**src/rtl/i2c_nios_sysid_reader.sv**
```systemverilog
`default_nettype none
// +--------------------------------------------------------------------------+
// | Module : i2c_nios_sysid_reader                                            |
// | Brief  : Reads the system ID (word 0) and build timestamp (word 1) over   |
// |          an Avalon-MM master port. Compares each word with its expected   |
// |          value. Each access is guarded by a per-access cycle timeout.     |
// | Rev    : 1.0 - initial release                                            |
// +--------------------------------------------------------------------------+
module i2c_nios_sysid_reader #(
  parameter logic [31:0] EXPECTED_ID        = 32'd2882375689,
  parameter logic [31:0] EXPECTED_TIMESTAMP = 32'd1454509112,
  parameter int unsigned TIMEOUT_CYCLES     = 255
) (
  input  logic        clock,
  input  logic        reset,
  input  logic        start,
  output logic        avm_address,
  output logic        avm_read,
  input  logic        avm_waitrequest,
  input  logic        avm_readdatavalid,
  input  logic [31:0] avm_readdata,
  output logic        busy,
  output logic        done,
  output logic [31:0] id_value,
  output logic [31:0] ts_value,
  output logic        id_match,
  output logic        ts_match,
  output logic        timeout
);

  typedef enum logic [2:0] {
    S_IDLE    = 3'd0,
    S_RD_ID   = 3'd1,
    S_WAIT_ID = 3'd2,
    S_RD_TS   = 3'd3,
    S_WAIT_TS = 3'd4,
    S_DONE    = 3'd5
  } state_t;

  localparam logic [15:0] c_TMO_LIMIT = 16'(TIMEOUT_CYCLES);

  state_t      state_q;
  logic [15:0] cnt_q;
  logic [15:0] cnt_d;
  logic        accept;
  logic        tmo_hit;

  // The counter value after this cycle; reaching the limit ends the access.
  assign cnt_d   = cnt_q + 16'd1;
  assign accept  = avm_read && !avm_waitrequest;
  assign tmo_hit = (cnt_d == c_TMO_LIMIT);

  // Sequencer: all outputs are registered and updated with the state.
  always_ff @(posedge clock or posedge reset) begin
    if (reset) begin
      state_q     <= S_IDLE;
      cnt_q       <= 16'd0;
      avm_read    <= 1'b0;
      avm_address <= 1'b0;
      busy        <= 1'b0;
      done        <= 1'b0;
      id_value    <= 32'd0;
      ts_value    <= 32'd0;
      id_match    <= 1'b0;
      ts_match    <= 1'b0;
      timeout     <= 1'b0;
    end else begin
      done <= 1'b0;
      case (state_q)
        S_IDLE: begin
          if (start) begin
            state_q     <= S_RD_ID;
            busy        <= 1'b1;
            avm_read    <= 1'b1;
            avm_address <= 1'b0;
            cnt_q       <= 16'd0;
            id_value    <= 32'd0;
            ts_value    <= 32'd0;
            id_match    <= 1'b0;
            ts_match    <= 1'b0;
            timeout     <= 1'b0;
          end
        end

        S_RD_ID: begin
          cnt_q <= cnt_d;
          if (accept && avm_readdatavalid) begin
            // Same-cycle data: skip WAIT_ID and issue the timestamp read.
            id_value    <= avm_readdata;
            id_match    <= (avm_readdata == EXPECTED_ID);
            state_q     <= S_RD_TS;
            avm_address <= 1'b1;
            cnt_q       <= 16'd0;
          end else if (tmo_hit) begin
            state_q  <= S_DONE;
            timeout  <= 1'b1;
            avm_read <= 1'b0;
            done     <= 1'b1;
          end else if (accept) begin
            state_q  <= S_WAIT_ID;
            avm_read <= 1'b0;
          end
        end

        S_WAIT_ID: begin
          cnt_q <= cnt_d;
          if (avm_readdatavalid) begin
            id_value    <= avm_readdata;
            id_match    <= (avm_readdata == EXPECTED_ID);
            state_q     <= S_RD_TS;
            avm_read    <= 1'b1;
            avm_address <= 1'b1;
            cnt_q       <= 16'd0;
          end else if (tmo_hit) begin
            state_q <= S_DONE;
            timeout <= 1'b1;
            done    <= 1'b1;
          end
        end

        S_RD_TS: begin
          cnt_q <= cnt_d;
          if (accept && avm_readdatavalid) begin
            ts_value    <= avm_readdata;
            ts_match    <= (avm_readdata == EXPECTED_TIMESTAMP);
            state_q     <= S_DONE;
            avm_read    <= 1'b0;
            avm_address <= 1'b0;
            done        <= 1'b1;
          end else if (tmo_hit) begin
            state_q     <= S_DONE;
            timeout     <= 1'b1;
            avm_read    <= 1'b0;
            avm_address <= 1'b0;
            done        <= 1'b1;
          end else if (accept) begin
            state_q     <= S_WAIT_TS;
            avm_read    <= 1'b0;
            avm_address <= 1'b0;
          end
        end

        S_WAIT_TS: begin
          cnt_q <= cnt_d;
          if (avm_readdatavalid) begin
            ts_value <= avm_readdata;
            ts_match <= (avm_readdata == EXPECTED_TIMESTAMP);
            state_q  <= S_DONE;
            done     <= 1'b1;
          end else if (tmo_hit) begin
            state_q <= S_DONE;
            timeout <= 1'b1;
            done    <= 1'b1;
          end
        end

        S_DONE: begin
          state_q <= S_IDLE;
          busy    <= 1'b0;
        end

        default: begin
          state_q     <= S_IDLE;
          busy        <= 1'b0;
          avm_read    <= 1'b0;
          avm_address <= 1'b0;
        end
      endcase
    end
  end

endmodule
`default_nettype wire

```
**config.mk**
```make
export PLATFORM = sky130hd
export DESIGN_NAME = i2c_nios_sysid_reader
export DESIGN_NICKNAME = d
export VERILOG_FILES = /design/src/rtl/i2c_nios_sysid_reader.sv
export SDC_FILE = /design/constraint.sdc
export NUM_CORES = 1
export LEC_CHECK = 0
export BUFFER_PORTS_ARGS = -buffer_cell sky130_fd_sc_hd__clkbuf_2
export CAP_MARGIN = 15
export CORE_ASPECT_RATIO = 0.9
export CORE_MARGIN = 5
export CORE_UTILIZATION = 30
export DETAILED_ROUTE_END_ITERATION = 12
export PLACE_DENSITY = 0.49
export RECOVER_POWER = 50
export SLEW_MARGIN = 20
export SYNTH_ARGS = -nofsm -noshare
export SYNTH_HDL_FRONTEND = slang
export SYNTH_SLANG_ARGS = --single-unit
```
**constraint.sdc**
```tcl
create_clock -name clock -period 4.06 [get_ports clock]
set_clock_uncertainty 0.05 [all_clocks]
set_input_delay 0 -clock clock [delete_from_list [all_inputs] [get_ports clock]]
set_output_delay 0 -clock clock [all_outputs]
set_load 0.005 [all_outputs]
```
# Yosys cells after proc, flatten, opt, wreduce, memory -nomap -nowiden
# Index checks and enable logic that the tools add are counted.
[word_totals]
register_bits = 90
output_inout_bits = 71
[op_classes]
n_addsub = 1
eq_ne = 18
mux = 50
bitwise_logic = 2
reduce_logical = 21
[op_table]
columns = ["cell", "n"]
rows = [
  ["32-bit one-hot mux with 3 select lines", 2],
  ["32-bit 2-to-1 mux", 3],
  ["16-bit one-hot mux with 4 select lines", 1],
  ["16-bit 2-to-1 mux", 3],
  ["32-bit by 31-bit == test with 1-bit output (second input constant)", 1],
  ["32-bit == test (second input constant)", 1],
  ["3-bit 2-to-1 mux", 10],
  ["1-bit 2-to-1 mux", 23],
  ["16-bit by 1-bit adder with 16-bit output (second input constant)", 1],
  ["16-bit by 8-bit == test with 1-bit output (second input constant)", 1],
  ["2-bit != test (second input constant)", 8],
  ["4-bit AND reduction", 4],
  ["3-bit one-hot mux with 5 select lines", 1],
  ["1-bit one-hot mux with 5 select lines", 2],
  ["1-bit one-hot mux with 3 select lines", 3],
  ["3-bit nonzero test", 3],
  ["4-bit != test (second input constant)", 2],
  ["2-bit OR reduction", 4],
  ["3-bit by 2-bit == test with 1-bit output (second input constant)", 2],
  ["3-bit == test (second input constant)", 2],
  ["5-bit AND reduction", 1],
  ["1-bit one-hot mux with 4 select lines", 1],
  ["2-bit AND reduction", 2],
  ["4-bit nonzero test", 1],
  ["other kinds (8)", 10],
]

# Logic depth before layout (Yosys ltp)
# Gate-level depths: netlist (run 1).
[logic_depth]
word_depth = 6
mapped_depth = 9
depth_no_buf = 8

# Least setup slack after synthesis (run 1)
# No wires, ideal clock.
[synth_path]
path_kind = "flip-flop to flip-flop"
startpoint = "register cnt_q[0]"
endpoint = "register done"
setup_ns = 0.080
t_arrival_ns = 2.111
required_time_ns = 3.930
setup_slack_ns = 1.818
path_stages_with_launch = 9
synth_period_minus_slack_ns = 2.242
path_cell_list = "dfrtp_1 ha_1 and3_1 and3_1 a31oi_1 nor4_2 or4b_1 a21boi_1 o211ai_2"
[synth_via]
elab_chain_cells = 5
word_cells_on_any_way = 8
classes_between = "add/sub: 1; eq/ne: 1; mux: 6"
[synth_lines]
columns = ["element", "line_no", "source"]
rows = [
  ["from (decl)", "43", "logic [15:0] cnt_q;"],
  ["from (signal assigned)", "86", "cnt_q <= cnt_d;"],
  ["from (signal assigned)", "106", "cnt_q <= cnt_d;"],
  ["from (signal assigned)", "122", "cnt_q <= cnt_d;"],
  ["16-bit by 1-bit adder with 16-bit output (*)", "49", "assign cnt_d = cnt_q + 16'd1;"],
  ["16-bit by 8-bit == test with 1-bit output (*)", "51", "assign tmo_hit = (cnt_d == c_TMO_LIMIT);"],
  ["1-bit 2-to-1 mux (*)", "-", ""],
  ["1-bit 2-to-1 mux (on tied branches)", "-", ""],
  ["1-bit one-hot mux with 4 select lines (*)", "69", "case (state_q)"],
  ["to (signal assigned)", "68", "done <= 1'b0;"],
  ["to (signal assigned)", "117", "done <= 1'b1;"],
  ["to (signal assigned)", "129", "done <= 1'b1;"],
  ["to (decl)", "23", "output logic done,"],
]
# Mark *: on every way between the ends. The rest lies on a longest branch, timed or not.
# A chain may end at the register's enable or synchronous reset.

# Worst setup path after layout (run 1)
[layout_path]
startpoint = "register state_q[1]"
endpoint = "register ts_value[21]"
[layout_via]
elab_chain_cells = 3
word_cells_on_any_way = 9
classes_between = "eq/ne: 5; mux: 1; reduce/logical: 3"
[layout_lines]
columns = ["element", "line_no", "source"]
rows = [
  ["from (decl)", "42", "state_t state_q;"],
  ["from (signal assigned)", "56", "state_q <= S_IDLE;"],
  ["from (signal assigned)", "72", "state_q <= S_RD_ID;"],
  ["from (signal assigned)", "91", "state_q <= S_RD_TS;"],
  ["3-bit by 2-bit == test with 1-bit output, or another cell as far along", "69", ""],
  ["2-bit != test (no line) or 3-bit nonzero test (tied branches)", "-", ""],
  ["4-bit AND reduction (no line)", "-", ""],
  ["to (signal assigned)", "124", "ts_value <= avm_readdata;"],
  ["to (signal assigned)", "146", "ts_value <= avm_readdata;"],
  ["to (decl)", "25", "output logic [31:0] ts_value,"],
]
# Parallel ways exist; a longest one is shown, timed or not.

==> flow_summary.ini, run 1 <==
[timing]
holdWs_ns = 0.0439
fmax_ghz = 0.333
relSlewSlack = -0.583
rsz0062_at_grt = no
timing.final.crit_share = 0.740
fin_setup_tns_ns = 0
setup_viol = 0
period_minus_slack_ns = 3.01
fin_ws_ns = 1.05
slew_viol_final = 53
hold_viol = 0
tightest_slew_ns = 2.36

[global_routing]
grt_max_degree = 53
antenna_found_initial = 0
grt_pass1_wl_um = 21700
grt.total_usage = 0.162
gr-usage-met1 = 0.228
use_met3 = 0.0456
use_met2 = 0.241
gr-total-overflow = 0
busiest_layer = met2
grt_pass1_vias = 4002

[routing]
dr.pass1.iters = 5
detail-route-antenna-nets = 0
wl_per_cell_um = 16.2
wirelength_um = 13600
drt_iter0_markers = 241
num_vias = 4122
drc = 0
vias_per_cell = 4.90

[clock_tree]
cts_buffers = 9
insertion_delay_ns = 0.35
cts_resized = 0
cts.sinks = 90
clockBufferDepth = 2
clk_pin_slew_worst_paths_ns = 0.06
cts_tree = built
htree_levels = 3
root_buffer = clkbuf_16

[floorplan]
core_area_um2 = 14600
die_w_um = 138
io_pins = 108
die_area_um2 = 17200
die_y_um = 125
rows = 42
initial_core_util = 0.302

[power]
p_per_area_nw_per_um2 = 625
p_leak_nw = 2.73
ir_drop_v = 0.000279

[placement]
dpl_cell_area_um2 = 5090
placed_cells_incl_taps = 791
preCtsSetupSlack_ns = 1.08
port_buffers = 107
place_congestion = 0.842
hpwl_um = 9210

[yosys]
synthArstFlopShare = 1.00
synth_edf_count = 0
synth_cells = 514
synth_xor_area_frac = 0.0119
synth_top_family_by_area = simple AND/OR/NAND/NOR gates
yosysWarningCount = 0
ys_top_cells_by_area = dfrtp_1 (51%), nand2_1 (14%), nand3_1 (8.0%)
synth.most_common_cell = nand2_1
synth_area_um2 = 4400
synth-seq-area-share = 0.512
muxShareOfSynthArea = 0.00455
synth_top_flop_cell = dfrtp_1
syn_nets = 553
synth-simple-area-share = 0.316
synth_area_leader_cell = dfrtp_1
synth_compound_area_frac = 0.112
ys_top_cells_by_count = nand2_1 (162), dfrtp_1 (90), nand3_1 (70)
synth_adder_area_share = 0.00569
synth_top_area_frac = 0.512
syn_area_per_cell_um2 = 8.56
ys_ff_latch = 90
ys_types = 52

[cells_and_area]
synthToLayoutAreaGrowth_pct = 28.5
stdcell_area_um2 = 5650
fin_cells = 842
nets = 678
drive_gt1_frac = 0.155
diodes = 0

[critical_path]
critPathKind = register to register
cp-end-kind = register
critical-path-max-stage-delay_ns = 1.01
critPathSlowestCell = o22a_1
worstPathMaxFanout = 38
arrival_ns = 3.24
crit_top_cell = nand2_1
cp.required_ns = 4.30
path_cells = or2_2 -> o22a_1 -> buf_4 -> nand2_1 -> nand2_1
worst-path-buf-inv = 1
cp_top_family = compound AO/OA/AOI/OAI gates
crit_path_start_kind = register

[job]
drv_cap = 1

[hold_path]
hp-class = input pin to register

[run_status]
outcome = finished, violations left
violations = max-capacitance violations, max-slew violations
## flip-flops by register name, indices dropped and copies added (netlist names)
name and count:
id_match 1, id_value 32, timeout 1, avm_address 1, state_q 3, ts_value 32, cnt_q 16, busy 1
ts_match 1, done 1, avm_read 1
## what timing repair did
action                    CTS  global route
hold endpoints to repair  117             0
hold buffers               35             0
setup buffers               0             0
## where the power goes
part	switching (mW)	internal, mW	leakage, nW
registers	0.234	1.15	1.19
logic	0.906	0.472	1.42
clock network	0.353	0.416	0.127
total	1.49	2.04	2.73
## cell usage in the layout (no fill, tap or decap), types with 2 or more instances in the layout
cell | Yosys | final
a21o_1 | 2 | 2
a21oi_1 | 8 | 8
a31oi_1 | 8 | 8
and2_1 | 3 | 3
and3_1 | 5 | 5
buf_1 | 2 | 2
buf_4 | 0 | 5
clkbuf_1 | 29 | 42
clkbuf_16 | 0 | 9
clkbuf_2 | 0 | 67
clkinv_2 | 0 | 2
dfrtp_1 | 90 | 90
dlygate4sd3_1 | 0 | 35
ha_1 | 2 | 2
inv_1 | 7 | 6
mux2i_1 | 2 | 2
nand2_1 | 162 | 162
nand2b_1 | 4 | 4
nand3_1 | 70 | 70
nand3b_1 | 2 | 2
nand4_1 | 3 | 3
nor2_1 | 12 | 11
nor2b_1 | 7 | 7
nor3_1 | 3 | 3
nor4_1 | 4 | 4
nor4b_1 | 3 | 3
o211ai_1 | 4 | 4
o21ai_0 | 29 | 29
o22a_1 | 2 | 2
o31ai_1 | 10 | 10
o32ai_1 | 2 | 2
o41ai_1 | 4 | 4
or2_2 | 4 | 4
or3_1 | 3 | 3
xnor2_1 | 5 | 5
## final cells by class
cell class              count  area (um2)
fillers                  1576        8900
flip-flops and latches     90        2250
multi-input cells         383        1990
repair buffers            148         877
well taps                 198         248
clock buffers              12         236
inverters                   7        27.5
clock inverters             4        26.3
## layer usage
| layer | vias to the layer above | wire length [um] |
|---|---|---|
| met2 | 126 | 6200 |
| met1 | 1967 | 6380 |
| met4 | 0 | 214 |
| met3 | 13 | 799 |
| met5 | - | 0 |
| li1 | 2016 | - |
## cell families (layout without fill, tap and decap cells)
| group | Yosys count | in the layout |
|---|---|---|
| compound gates | 77 | 77 |
| xor+xnor | 6 | 6 |
| fa+ha+maj | 2 | 2 |
| buf+inv | 41 | 171 |
| flops | 90 | 90 |
| mux | 2 | 2 |
| simple gates | 296 | 296 |
## worst min-delay path, delay by kind of cell
| kind | cells | cell delay, ns |
|---|---|---|
| compound gates | 2 | 0.21 |
| buf+inv | 1 | 0.20 |
## metrics by stage
stage | power, mW | util
floorplan | 2.24 | -
global placement | 2.76 | 0.350
detailed placement | 2.79 | 0.350
CTS | 3.60 | 0.392
global route | 3.80 | 0.388
finish | 3.53 | 0.388
## final timing paths
kind	startpoint	slack [ns]	end	cells after the start
worst max-delay path	state_q[1]	1.05	ts_value[21]	5
worst min-delay path	avm_readdatavalid	0.04	done	3
worst max register to register	state_q[1]	1.05	ts_value[21]	5
worst min register to register	id_value[29]	0.42	id_value[29]	2
max in group asynchronous	reset	1.38	id_value[25]	4
min in group asynchronous	reset	0.76	ts_value[8]	3
Note: power is estimated with default switching activity, not from simulation.
==> run 2, diff against run 1 <==
--- a/config.mk
+++ b/config.mk
@@ -5,6 +5,7 @@
 export SDC_FILE = /design/constraint.sdc
 export NUM_CORES = 1
 export LEC_CHECK = 0
+export ABC_AREA = 1
 export BUFFER_PORTS_ARGS = -buffer_cell sky130_fd_sc_hd__clkbuf_2
 export CAP_MARGIN = 15
 export CORE_ASPECT_RATIO = 0.9
==> constraint.sdc (replaced) <==
create_clock -name clock -period 2.9 [get_ports clock]
set_clock_uncertainty 0.05 [all_clocks]
set_input_delay 0 -clock clock [delete_from_list [all_inputs] [get_ports clock]]
set_output_delay 0 -clock clock [all_outputs]
set_load 0.005 [all_outputs]
==> run 2 against run 1 <==
The flow still finishes with violations (max-capacitance violations, max-slew violations). Area after synthesis grew 3.2%. Global-route usage shrank 1.2 points. Die area grew 2.9%. Design area grew 3.4%. Via count shrank 2.4%. Synthesized cell count shrank 0.19%. Clock power grew 52%. Critical path depth grew 1. Total power grew 79%. Non-clock buffer count shrank 1. Flip-flop and latch count is the same. Largest cell class unchanged. Largest power group is now combinational logic.
==> flow_summary.ini, run 2 <==
[run_status]
outcome = finished, violations left
violations = max-capacitance violations, max-slew violations

[hold_path]
hp-start = start
hp-class = input pin to register

[global_routing]
grt_pass1_wl_um = 21300
antenna_found_initial = 0
grt_pass1_vias = 4014
grt.total_usage = 0.150
gr-total-overflow = 0
grt_max_degree = 48

[critical_path]
rr_startpoint = state_q[2]
critPathSlowestCell = dfrtp_1
crit_path_start_kind = register
path_cells = nor3_1 -> inv_1 -> a21oi_4 -> a311oi_4 -> nand2_4 -> o22ai_1
cp-end-kind = register
worstPathMaxFanout = 31
cp.required_ns = 3.10
critical-path-max-stage-delay_ns = 0.62
critPathKind = register to register
startpoint = state_q[2]
arrival_ns = 2.72

[placement]
placed_cells_incl_taps = 804
place_congestion = 0.837
hpwl_um = 9600
port_buffers = 107

[timing]
fin_setup_tns_ns = 0
slew_viol_final = 45
relSlewSlack = -0.300
fmax_ghz = 0.396
tightest_slew_ns = 1.94
timing.final.crit_share = 0.871
hold_viol = 0
period_minus_slack_ns = 2.53
rsz0062_at_grt = no
setup_viol = 0
holdWs_ns = 0.0448

[yosys]
synth_xor_area_frac = 0.00579
synth_edf_count = 0
synth.most_common_cell = nand2_1
ys_top_cells_by_area = dfrtp_1 (50%), nand2_1 (8.8%), o22ai_2 (8.0%)
synth_top_family_by_area = compound AO/OA/AOI/OAI gates
synth-simple-area-share = 0.190
muxShareOfSynthArea = 0
synth_top_area_frac = 0.496
synth_area_um2 = 4540
synth_cells = 513
ys_ff_latch = 90
ys_top_cells_by_count = nand2_1 (107), inv_1 (94), dfrtp_1 (90)
synth_adder_area_share = 0.00551
yosysWarningCount = 0
syn_area_per_cell_um2 = 8.85
synth_top_flop_cell = dfrtp_1
ys_types = 34
synth-seq-area-share = 0.496
syn_nets = 552
synth_area_leader_cell = dfrtp_1
synthArstFlopShare = 1.00
synth_compound_area_frac = 0.191

[clock_tree]
cts_resized = 0
clockBufferDepth = 2
post-cts-setup-buffer-count = 0
cts_tree = built
clk_pin_slew_worst_paths_ns = 0.07
insertion_delay_ns = 0.34
htree_levels = 3
cts.sinks = 90
ctsHoldBuffers = 35
cts_buffers = 9
root_buffer = clkbuf_16

[cells_and_area]
synthToLayoutAreaGrowth_pct = 28.7
nets = 691
mostFrequentLayoutCells = nand2_1 (107), inv_1 (93), dfrtp_1 (90)
final_common_cell = nand2_1
fin_cells = 854
reg_top3 = id_value x32, ts_value x32, cnt_q x16
drive_gt1_frac = 0.181
diodes = 0

[job]
drv_cap = 1

[routing]
num_vias = 4025
dr.pass1.iters = 5
wl_per_cell_um = 15.7
vias_per_cell = 4.71
detail-route-antenna-nets = 0
drt_iter0_markers = 267
drc = 0
wirelength_um = 13400

[power]
switching_power_mw = 2.76
p_per_area_nw_per_um2 = 1080
clkPwrFrac = 0.184
p_int_mw = 3.56
p_sw_frac = 0.437
p_total_mw = 6.33
seq_power_share = 0.337
ir_drop_v = 0.000535
p_leak_nw = 2.71
power_frac_comb = 0.478

[floorplan]
core_area_um2 = 14800
die_y_um = 127
die_w_um = 140
io_pins = 108
die_area_um2 = 17700
initial_core_util = 0.307
rows = 42
[run 2: power groups by stage]
stage	Clock, mW	Combinational [mW]	Sequential, mW
final	1.17	3.03	2.13
after global routing	1.25	3.35	2.20
after CTS	1.20	3.15	2.14
after detailed placement	0	3.11	2.15
after global placement	0	3.06	2.14
after floorplan	0	2.13	2.10
[run 2: kinds of logic (layout without fill, tap and decap cells)]
family | Yosys count | after routing
buffers and inverters | 118 | 261
and+or+nand+nor | 196 | 196
AOI/OAI and AO/OA | 104 | 104
adders and majority gates | 2 | 2
xor gates and xnor gates | 3 | 3
DFF | 90 | 90
[run 2: final timing paths]
check                               end  cells after the start  slack, ns
min in group asynchronous  ts_value[30]                      3       0.64
min                             timeout                      4       0.04
max reg2reg                id_value[11]                      6       0.37
min reg2reg                ts_value[22]                      2       0.43
max                        id_value[11]                      6       0.37
max in group asynchronous    state_q[1]                      4       0.65
[run 2: cell type report]
type / count / area [um2]
Multi-Input combinational cell: 305 / 1800
Inverter: 99 / 375
Clock buffer: 9 / 225
Fill cell: 1507 / 8920
Tap cell: 198 / 248
Clock inverter: 6 / 65.1
Timing Repair Buffer: 147 / 878
Sequential cell: 90 / 2250
[run 2: metal layers]
metal | up-vias | GRT usage | part of all wire
met5 | - | 0 | 0
met4 | 0 | 0.0405 | 0.016
met3 | 17 | 0.0433 | 0.062
met2 | 115 | 0.233 | 0.45
met1 | 1915 | 0.205 | 0.47
li1 | 1978 | - | -
[run 2: per-stage QoR]
step	area (um2)	utilization	worst slack (ns)
2_1_floorplan	4540	-	0.515
6_report	5840	0.396	0.374
4_1_cts	5930	0.401	0.354
3_3_place_gp	5290	0.358	0.518
3_5_place_dp	5290	0.358	0.414
5_1_grt	5840	0.396	0.178
[run 2: worst max-delay path, delay by kind of cell (launching register included)]
kind | cells | cell delay (ns)
buffers and inverters | 1 | 0.23
flip-flops | 1 | 0.62
AO/OA/AOI/OAI | 3 | 0.92
AND/OR/NAND/NOR | 2 | 0.58
==> run 3, diff against run 2 <==
--- a/config.mk
+++ b/config.mk
@@ -5,7 +5,6 @@
 export SDC_FILE = /design/constraint.sdc
 export NUM_CORES = 1
 export LEC_CHECK = 0
-export ABC_AREA = 1
 export BUFFER_PORTS_ARGS = -buffer_cell sky130_fd_sc_hd__clkbuf_2
 export CAP_MARGIN = 15
 export CORE_ASPECT_RATIO = 0.9
@@ -18,3 +17,4 @@
 export SYNTH_ARGS = -nofsm -noshare
 export SYNTH_HDL_FRONTEND = slang
 export SYNTH_SLANG_ARGS = --single-unit
+export TNS_END_PERCENT = 30
==> run 3 against run 2 <==
The run now ends clean. Sequential share of layout area rose by 1.0 points. Combinational power shrank 33%. Non-clock buffer count grew 4. Flip-flop and latch count unchanged. Die area shrank 2.8%. Largest power group unchanged. Via count is 2.2% higher. Largest cell class unchanged. Highest routed layer unchanged.
==> flow_summary.ini, run 3 (synthesized netlist as in run 1, its figures left out) <==
[clock_tree]
cts_resized = 0
cts_tree = built
htree_levels = 3
cts_buffers = 9
clk_pin_slew_worst_paths_ns = 0.06
insertion_delay_ns = 0.34
clockBufferDepth = 2
root_buffer = clkbuf_16
cts.sinks = 90

[floorplan]
die_y_um = 125
die_w_um = 138
core_area_um2 = 14600
die_area_um2 = 17200
initial_core_util = 0.302
rows = 42
io_pins = 108

[power]
power_frac_comb = 0.402
p_total_mw = 5.04
p_per_area_nw_per_um2 = 885
p_sw_frac = 0.415
p_int_mw = 2.95
p_leak_nw = 2.76
clkPwrFrac = 0.222
seq_power_share = 0.377
switching_power_mw = 2.09
ir_drop_v = 0.000457

[cells_and_area]
diodes = 0
nets = 681
drive_gt1_frac = 0.169
reg_top3 = id_value x32, ts_value x32, cnt_q x16
final_common_cell = nand2_1
fillers = 1541
mostFrequentLayoutCells = nand2_1 (162), dfrtp_1 (90), nand3_1 (70)
stdcell_area_um2 = 5690
synthToLayoutAreaGrowth_pct = 29.3

[job]
drv_cap = 0

[timing]
relSlewSlack = 0.216
fin_setup_tns_ns = 0
rsz0062_at_grt = no
period_minus_slack_ns = 2.58
fmax_ghz = 0.387
tightest_slew_ns = 1.18
slew_viol_final = 0
hold_viol = 0
timing.final.crit_share = 0.890
setup_viol = 0
holdWs_ns = 0.0355

[routing]
wl_per_cell_um = 16.0
drt_iter0_markers = 218
vias_per_cell = 4.88
drc = 0
wirelength_um = 13500
num_vias = 4113
dr.pass1.iters = 4
detail-route-antenna-nets = 0

[hold_path]
hp-class = input pin to register
hold-path-cell-count = 4
worstHoldEndpoint = avm_read
hp-start = avm_waitrequest

[placement]
place_congestion = 0.794
hpwl_um = 9310
port_buffers = 107
dpl_cell_area_um2 = 5140

[critical_path]
worst-path-buf-inv = 0
path_cells = ha_1 -> and3_1 -> and3_1 -> a31oi_1 -> nor4_2 -> or4b_1 -> a21boi_1 -> o211ai_2
crit_top_cell = and3_1
crit_path_start_kind = register
arrival_ns = 2.79
critical-path-max-stage-delay_ns = 0.50
r2r_slack_ns = 0.32
worstPathMaxFanout = 7
startpoint = cnt_q[0]
rr_startpoint = cnt_q[0]
cp.required_ns = 3.10
critPathKind = register to register
cp_top_family = simple AND/OR/NAND/NOR gates
cp-end-kind = register
ff2ff_path_depth = 8
critPathSlowestCell = or4b_1
reg2reg_to = done

[global_routing]
grt_pass1_wl_um = 22300
antenna_found_initial = 0
gr-total-overflow = 0
grt_max_degree = 83
grt.total_usage = 0.164
grt_pass1_vias = 4161

[run_status]
outcome = finished clean
-- run 3: what timing repair did --
action,in CTS,in global routing
hold buffers,33,0
setup buffers,0,0
endpoints found under the hold margin,156,0
-- run 3: routing by layer --
metal / GRT usage / wire (um)
met3: 0.0331 / 611
met4: 0.0552 / 228
met1: 0.225 / 6430
met2: 0.257 / 6230
met5: 0 / 0
-- run 3: layout make-up --
| type | count | area (um2) | area share |
|---|---|---|---|
| clock inverter | 3 | 23.8 | 0.00418 |
| timing repair buffer | 151 | 901 | 0.158 |
| tap | 198 | 248 | 0.0435 |
| inverter | 7 | 27.5 | 0.00484 |
| sequential | 90 | 2250 | 0.396 |
| multi-input combinational | 383 | 1990 | 0.349 |
| clock buffer | 11 | 253 | 0.0444 |
-- run 3: worst max-delay path by stage --
stage	slack, ns	depth (start not counted)	end
after floorplan	0.51	1	avm_address
after global placement	0.46	8	done
after detailed placement	0.37	8	avm_read
after CTS	0.33	8	done
after global routing	0.11	8	avm_read
final	0.32	8	done
-- run 3: through the flow --
| stage | setup WS [ns] | cells | util |
|---|---|---|---|
| floorplan | 0.515 | 514 | - |
| global placement | 0.457 | 796 | 0.353 |
| detailed placement | 0.368 | 796 | 0.353 |
| CTS | 0.332 | 843 | 0.395 |
| global route | 0.109 | 843 | 0.391 |
| finish | 0.318 | 843 | 0.391 |
-- run 3: worst reg2reg max path, cell delays in order (launching register included) --
cell and delay [ns]:
dfrtp_1 0.43, ha_1 0.27, and3_1 0.30, and3_1 0.24
a31oi_1 0.11, nor4_2 0.26, or4b_1 0.50, a21boi_1 0.16
o211ai_2 0.18
-- run 3: power by group through the flow --
stage          clock [mW]  combinational [mW]  sequential, mW
2_1_floorplan           0                1.29            1.85
3_3_place_gp            0                2.03            1.91
3_5_place_dp            0                2.06            1.92
4_1_cts              1.15                2.10            1.90
5_1_grt              1.19                2.33            1.95
6_report             1.12                2.02            1.90
